[config.mk]
export PLATFORM = sky130hd
export DESIGN_NAME = encoder4to2_sync
export DESIGN_NICKNAME = d
export VERILOG_FILES = /design/src/rtl/encoder4to2_sync.sv
export SDC_FILE = /design/constraint.sdc
export NUM_CORES = 1
export LEC_CHECK = 0
export BUFFER_PORTS_ARGS = -buffer_cell sky130_fd_sc_hd__buf_2
export CORE_UTILIZATION = 38
export CTS_CLUSTER_SIZE = 30
export DETAILED_ROUTE_END_ITERATION = 6
export PLACE_DENSITY_LB_ADDON = 0.3
export SLEW_MARGIN = 0
export SYNTH_ARGS = -nofsm -noshare
export SYNTH_HDL_FRONTEND = slang
export SYNTH_SLANG_ARGS = --single-unit
[constraint.sdc]
create_clock -name clk -period 2.7 [get_ports clk]
set_clock_uncertainty 0.1 [all_clocks]
set_input_delay 0.135 -clock clk [delete_from_list [all_inputs] [get_ports clk]]
set_output_delay 0.135 -clock clk [all_outputs]
set_load 0.05 [all_outputs]
[src/rtl/encoder4to2_sync.sv]
// Synchronised, debounced 4-to-2 priority encoder with a valid/ready output handshake.
// Optional macro ENCODER4TO2_MULTI_ERR_EN adds the 'multi' flag for multi-line presses.
module encoder4to2_sync #(
    parameter int unsigned DEBOUNCE_CYCLES = 4
) (
    input  logic       clk,
    input  logic       rst_n,
    input  logic       en,
    input  logic [3:0] D,
    output logic [1:0] Y,
    output logic       valid,
    input  logic       ready,
    output logic       busy
`ifdef ENCODER4TO2_MULTI_ERR_EN
    ,
    output logic       multi
`endif
);

    localparam logic [1:0] ST_IDLE     = 2'd0;
    localparam logic [1:0] ST_DEBOUNCE = 2'd1;
    localparam logic [1:0] ST_PRESENT  = 2'd2;
    localparam logic [1:0] ST_RELEASE  = 2'd3;

    localparam logic [7:0] CNT_LAST = 8'(DEBOUNCE_CYCLES - 1);

    logic [3:0] sync1_q, sync2_q;
    logic [3:0] cap_q, cap_d;
    logic [7:0] cnt_q, cnt_d;
    logic [1:0] state_q, state_d;
    logic [1:0] y_q, y_d;
    logic       valid_q, valid_d;
    logic       busy_q, busy_d;
    logic       multi_q, multi_d;

    function automatic logic [1:0] prio(input logic [3:0] v);
        if (v[3])      prio = 2'b11;
        else if (v[2]) prio = 2'b10;
        else if (v[1]) prio = 2'b01;
        else           prio = 2'b00;
    endfunction

    always_comb begin
        state_d = state_q;
        cap_d   = cap_q;
        cnt_d   = cnt_q;
        y_d     = y_q;
        valid_d = valid_q;
        multi_d = multi_q;
        if (!en) begin
            // Disable wins over every state, including a same-edge handshake.
            state_d = ST_IDLE;
            valid_d = 1'b0;
            multi_d = 1'b0;
            cnt_d   = '0;
        end else begin
            case (state_q)
                ST_IDLE: begin
                    if (sync2_q != 4'b0000) begin
                        state_d = ST_DEBOUNCE;
                        cap_d   = sync2_q;
                        cnt_d   = 8'd1;
                    end
                end
                ST_DEBOUNCE: begin
                    if (sync2_q == 4'b0000) begin
                        state_d = ST_IDLE;
                        cnt_d   = '0;
                    end else if (sync2_q != cap_q) begin
                        cap_d = sync2_q;
                        cnt_d = 8'd1;
                    end else if (cnt_q == CNT_LAST) begin
                        state_d = ST_PRESENT;
                        y_d     = prio(cap_q);
                        valid_d = 1'b1;
                        multi_d = ((cap_q & (cap_q - 4'd1)) != 4'b0000);
                        cnt_d   = '0;
                    end else begin
                        cnt_d = cnt_q + 8'd1;
                    end
                end
                ST_PRESENT: begin
                    if (valid_q && ready) begin
                        state_d = ST_RELEASE;
                        valid_d = 1'b0;
                        multi_d = 1'b0;
                        cnt_d   = '0;
                    end
                end
                default: begin
                    if (sync2_q != 4'b0000) begin
                        cnt_d = '0;
                    end else if (cnt_q == CNT_LAST) begin
                        state_d = ST_IDLE;
                        cnt_d   = '0;
                    end else begin
                        cnt_d = cnt_q + 8'd1;
                    end
                end
            endcase
        end
        busy_d = (state_d != ST_IDLE);
    end

    always_ff @(posedge clk or negedge rst_n) begin
        if (!rst_n) begin
            sync1_q <= '0;
            sync2_q <= '0;
            cap_q   <= '0;
            cnt_q   <= '0;
            state_q <= ST_IDLE;
            y_q     <= '0;
            valid_q <= 1'b0;
            busy_q  <= 1'b0;
            multi_q <= 1'b0;
        end else begin
            sync1_q <= D;
            sync2_q <= sync1_q;
            cap_q   <= cap_d;
            cnt_q   <= cnt_d;
            state_q <= state_d;
            y_q     <= y_d;
            valid_q <= valid_d;
            busy_q  <= busy_d;
            multi_q <= multi_d;
        end
    end

    assign Y     = y_q;
    assign valid = valid_q;
    assign busy  = busy_q;
`ifdef ENCODER4TO2_MULTI_ERR_EN
    assign multi = multi_q;
`else
    logic unused_multi;
    assign unused_multi = multi_q;
`endif

endmodule

# Word-level counts from Yosys, hierarchy flattened
# Cells that the tools add are included.
[word_totals]
input_bits = 8
word_cells = 64
ff_bits = 26
output_inout_bits = 4
[op_classes]
n_reduce_logical = 10
mux = 30
n_bitwise = 2
n_eq_ne = 13
n_addsub = 1
[ops]
columns = ["operator", "count"]
rows = [
  ["8-bit 2-to-1 mux", 7],
  ["8-bit one-hot mux with 3 select lines", 1],
  ["2-bit 2-to-1 mux", 10],
  ["3-bit inequality test (second input constant)", 5],
  ["5-bit AND reduction", 3],
  ["4-bit 2-to-1 mux", 3],
  ["8-bit by 1-bit adder with 8-bit output (second input constant)", 1],
  ["8-bit by 2-bit == test with 1-bit output (second input constant)", 1],
  ["4-bit one-hot mux with 2 select lines", 1],
  ["1-bit 2-to-1 mux", 6],
  ["2-bit inequality test (second input constant)", 3],
  ["2-bit one-hot mux with 3 select lines", 1],
  ["4-bit zero test", 1],
  ["4-bit inequality test", 1],
  ["2-bit nonzero test", 2],
  ["4-bit nonzero test", 1],
  ["3-bit by 1-bit inequality test with 1-bit output (second input constant)", 1],
  ["2-bit by 1-bit == test with 1-bit output (second input constant)", 1],
  ["2-bit == test (second input constant)", 1],
  ["2-bit zero test", 1],
  ["1-bit inverter", 2],
  ["1-bit one-hot mux with 2 select lines", 1],
  ["2-bit AND reduction", 1],
  ["1-bit logical AND", 1],
]

# Longest topological paths before layout
[logic_depth]
ltp_word = 7
mapped_depth = 7
ltp_nobuf = 6

# Worst setup path after synthesis
# Ideal clock, no wire load.
[synth_timing]
path_kind = "flip-flop to flip-flop"
startpoint = "reg cnt_q[5]"
endpoint = "reg cnt_q[2]"
period_less_slack_ns = 2.103
path_slack_ns = 0.597
n_path_buf = 1
stages_incl_launch_ff = 7
setup_ns = 0.118
arrival_ns = 1.885
t_required_ns = 2.482
cell_sequence = "dfrtp_1 > or4_4 > or3_4 > and3_4 > buf_6 > a2bb2oi_2 > a21o_1"
[synth_via]
elab_chain_len = 6
word_cells_on_any_way = 7
classes_between = "eq/ne (1); mux (6)"
[synth_lines]
columns = ["item", "line_no", "text"]
rows = [
  ["start: declaration", "29", "logic [7:0] cnt_q, cnt_d;"],
  ["start signal: assignment", "120", "cnt_q <= cnt_d;"],
  ["8-bit by 2-bit == test with 1-bit output *", "72, 93", ""],
  ["8-bit 2-to-1 mux *", "72, 93", ""],
  ["8-bit 2-to-1 mux", "69", "end else if (sync2_q != cap_q) begin"],
  ["8-bit 2-to-1 mux", "66", "if (sync2_q == 4'b0000) begin"],
  ["8-bit one-hot mux with 3 select lines *", "57", "case (state_q)"],
  ["8-bit 2-to-1 mux *", "50", "if (!en) begin"],
]
# Every way passes the cells marked *; elsewhere a longest branch is shown, timed or not.
# A chain may end at the register's enable or synchronous reset.

# Worst setup path in the final report
[layout_timing]
startpoint = "reg cnt_q[0]"
endpoint = "reg cnt_q[4]"
[layout_via]
elab_chain_len = 6
word_cells_on_any_way = 8
classes_between = "add/sub (1); eq/ne (1); mux (6)"
[layout_lines]
columns = ["item", "line_no"]
rows = [
  ["8-bit by 1-bit adder with 8-bit output or 8-bit by 2-bit == test with 1-bit output (tied branches)", "-"],
  ["8-bit 2-to-1 mux *", "72, 93"],
  ["8-bit 2-to-1 mux", "69"],
  ["8-bit 2-to-1 mux", "66"],
  ["8-bit one-hot mux with 3 select lines *", "57"],
  ["8-bit 2-to-1 mux *", "50"],
]
# Marks and branches as above.

==> out/qor.csv <==
stage,metric,value,unit
power,P_leak,0.633,nW
placed_design,detailed placement HPWL,1600,microns
cells_and_area,Layout area overhead,15.4,%
yosys,Cells after Synth,123,
die,Initial Utilization,40.7,%
route,Post-DRT Antenna Nets,0,
timing,FMAX,465,MHz
run_status,status,"complete, no violations",
timing,setup_tns,0,ns
critical_path,WP data arrival,2.30,ns
yosys,post-synth cell types,37,
timing,Final period util,79.7,%
critical_path,Startpoint Class,flop,
yosys,largest family of logic cells by synthesized area,simple AND/OR/NAND/NOR gates,
timing,pins over their slew limit,0,
die,die area,3560,sq um
timing,minimum clock period,2.15,ns
grt,gr usage total,14.3,%
critical_path,Critical Path RT,2.85,ns
clock_tree,PostCTS Resize Cnt,0,
grt,initial antenna violation count,0,
critical_path,crit end category,flop,
critical_path,Setup CP Type,flop to flop,
die,# IOs,12,
placed_design,Placed Area,1350,sq um
hold_path,Worst Hold Class,input pin to flop,
timing,worst rel slew slack,47.9,%
route,Initial DRT Pass Iterations,4,
power,peak supply drop,0.000176,V
clock_tree,CTS Buf Count,3,
critical_path,Crit Reg-Reg Endpoint,cnt_q[4],
hold_path,Hold Path Origin,en,
hold_path,Hold Crit Depth,3,
route,Iteration-0 DRC Markers,44,
placed_design,number of port buffers,11,
route,routed len/inst,11.8,microns
die,die height,59.6,microns
clock_tree,clock sinks,26,
yosys,cell taking the most area after synthesis,dfrtp_1,
timing,final setup violating endpoints,0,
timing,final hold violations,0,
timing,pin slew with the least headroom to its limit,0.774,ns
yosys,multiplexer share of the synthesized area,5.15,%
route,drt drc,0,
grt,largest net degree at the start of global routing,27,
critical_path,Worst R2R Setup Slack,0.55,ns
yosys,"FFs w/ async S/R, synth",100,%
clock_tree,CTS root buf,clkbuf_4,
yosys,synth top area cells,"dfrtp_1 52%, nand2_1 5.9%, mux2_2 3.6%",
clock_tree,TritonCTS clock tree,built,
placed_design,Placer Congestion,0.844,
run,Max Cap Viol,0,
die,total core area,3100,sq um
yosys,Syn Nets,132,
clock_tree,Post-CTS Hold Buffers,5,
yosys,Synth Area in Adders,0.991,%
route,routed wire length,2170,microns
yosys,Synth top area share,51.5,%
critical_path,CP Max Fanout,7,
yosys,Post-synth EDFFs,0,
grt,first-pass GRT wire length,3810,microns
cells_and_area,final instance area,1460,sq um
cells_and_area,Antenna Cells,0,
critical_path,RR Startpoint,cnt_q[0],
clock_tree,H-tree depth,1,
yosys,"flops & latches, synth",26,
grt,vias in the first global route,872,
route,vias per inst,5.03,
die,Die Wd,59.6,microns
yosys,register area share after synthesis,51.5,%
yosys,Post-Syn Area,1260,sq um
yosys,main flop type after synthesis,dfrtp_1,
power,pwr dens,513,nW/um^2
clock_tree,CTS max path bufs,2,
yosys,complex-gate fraction of the synthesized area,12.8,%
cells_and_area,layout cells sized above 1,22.1,%
critical_path,reg2reg path depth,6,
clock_tree,postcts setup bufs,0,
cells_and_area,fill cell total of the finished layout,316,
die,# rows,20,
grt,grt ovf,0,
yosys,syn_area_per_cell,10.3,sq um
cells_and_area,final net count,150,
route,Vias,926,
clock_tree,Worst-path clk slew,0.14,ns
timing,RSZ-0062 raised after global routing,false,
hold_path,hold path endpoint,valid,
yosys,Synth Area in XOR/XNOR,3.47,%
yosys,yosys warns,0,
clock_tree,Worst-Skew Late Latency,0.32,ns
yosys,Synth Area in Simple Gates,22.5,%
[logic make-up after synthesis]
kind of cell / count (synthesis)
AOI/OAI and AO/OA: 25
xor gates and xnor gates: 5
adders and majority gates: 1
buffers and inverters: 10
DFF: 26
muxes: 6
and+or+nand+nor: 50
[sequential cells by signal, indices dropped and copies added, names as in the netlist]
signal   flops
cnt_q        8
cap_q        4
sync1_q      4
sync2_q      4
Y            2
state_q      2
busy         1
valid        1
[report_power, final]
part           switching (mW)  leakage (nW)  internal, mW
clock network           0.116        0.0279         0.150
registers              0.0136         0.319         0.406
logic                  0.0331         0.286        0.0292
total                   0.163         0.633         0.585
[routing by layer]
metal / global-route usage, % / routed length [microns] / up-vias
li1: - / - / 466
met1: 18.6 / 1060 / 443
met2: 23.7 / 1010 / 15
met3: 3.28 / 75 / 2
met4: 3.99 / 19 / 0
met5: 0 / 0 / -
[metrics by stage]
| stage | setup WS, ns | hold WS (ns) | util, % | instances | total power [mW] |
|---|---|---|---|---|---|
| detailed placement | 0.567 | 0.0649 | 43.6 | 175 | 0.484 |
| finish | 0.549 | 0.0182 | 46.9 | 184 | 0.748 |
| global placement | 0.607 | 0.0541 | 43.6 | 175 | 0.482 |
| floorplan | 0.597 | -0.261 | - | 123 | 0.461 |
| CTS | 0.545 | 0.0113 | 46.9 | 184 | 0.752 |
| global route | 0.326 | 0.0178 | 46.9 | 184 | 0.776 |
[final cells by class]
type | instances | area [sq um] | area share (%)
clock buffers | 3 | 22.5 | 1.55
well taps | 44 | 55.1 | 3.78
inverters | 7 | 26.3 | 1.80
multi-input cells | 87 | 567 | 38.9
clock inverters | 1 | 30.0 | 2.06
repair buffers | 16 | 105 | 7.22
flip-flops and latches | 26 | 651 | 44.7
[synthesized netlist by cell type (2+ instances only)]
cell type and n:
nand3_1 4, o211ai_1 5, o21ai_0 7, mux2_2 4, or2_2 2, nor3_1 3, nor2_1 7, mux2i_1 2
inv_1 7, dfrtp_1 26, nand2_1 20, a21oi_1 7, xnor2_1 5
[worst max-delay path by stage]
stage | endpoint | startpoint
after floorplan | cnt_q[2] | cnt_q[5]
after global placement | Y[0] | cnt_q[4]
after detailed placement | Y[1] | cnt_q[5]
after CTS | cnt_q[6] | cnt_q[0]
after global routing | cnt_q[4] | cnt_q[0]
final | cnt_q[4] | cnt_q[0]
[cells in the final DEF, fill, tap and decap left out, types with 2 or more instances in the layout]
cell / netlist / layout
o21ai_0: 7 / 7
nand3_1: 4 / 4
nand2_1: 20 / 20
or2_2: 2 / 2
nor3_1: 3 / 3
mux2_2: 4 / 4
buf_2: 0 / 11
inv_1: 7 / 7
clkbuf_4: 0 / 3
dlygate4sd3_1: 0 / 5
a21oi_1: 7 / 7
dfrtp_1: 26 / 26
mux2i_1: 2 / 2
xnor2_1: 5 / 5
nor2_1: 7 / 7
o211ai_1: 5 / 5
[worst max-delay path, cell delays in order (launching register included)]
cell	delay, ns
dfrtp_1	0.43
ha_1	0.23
or2b_2	0.19
nor3_1	0.08
nor4_2	0.70
o21ai_0	0.22
o211ai_1	0.13
(Power assumes the default switching activity.)
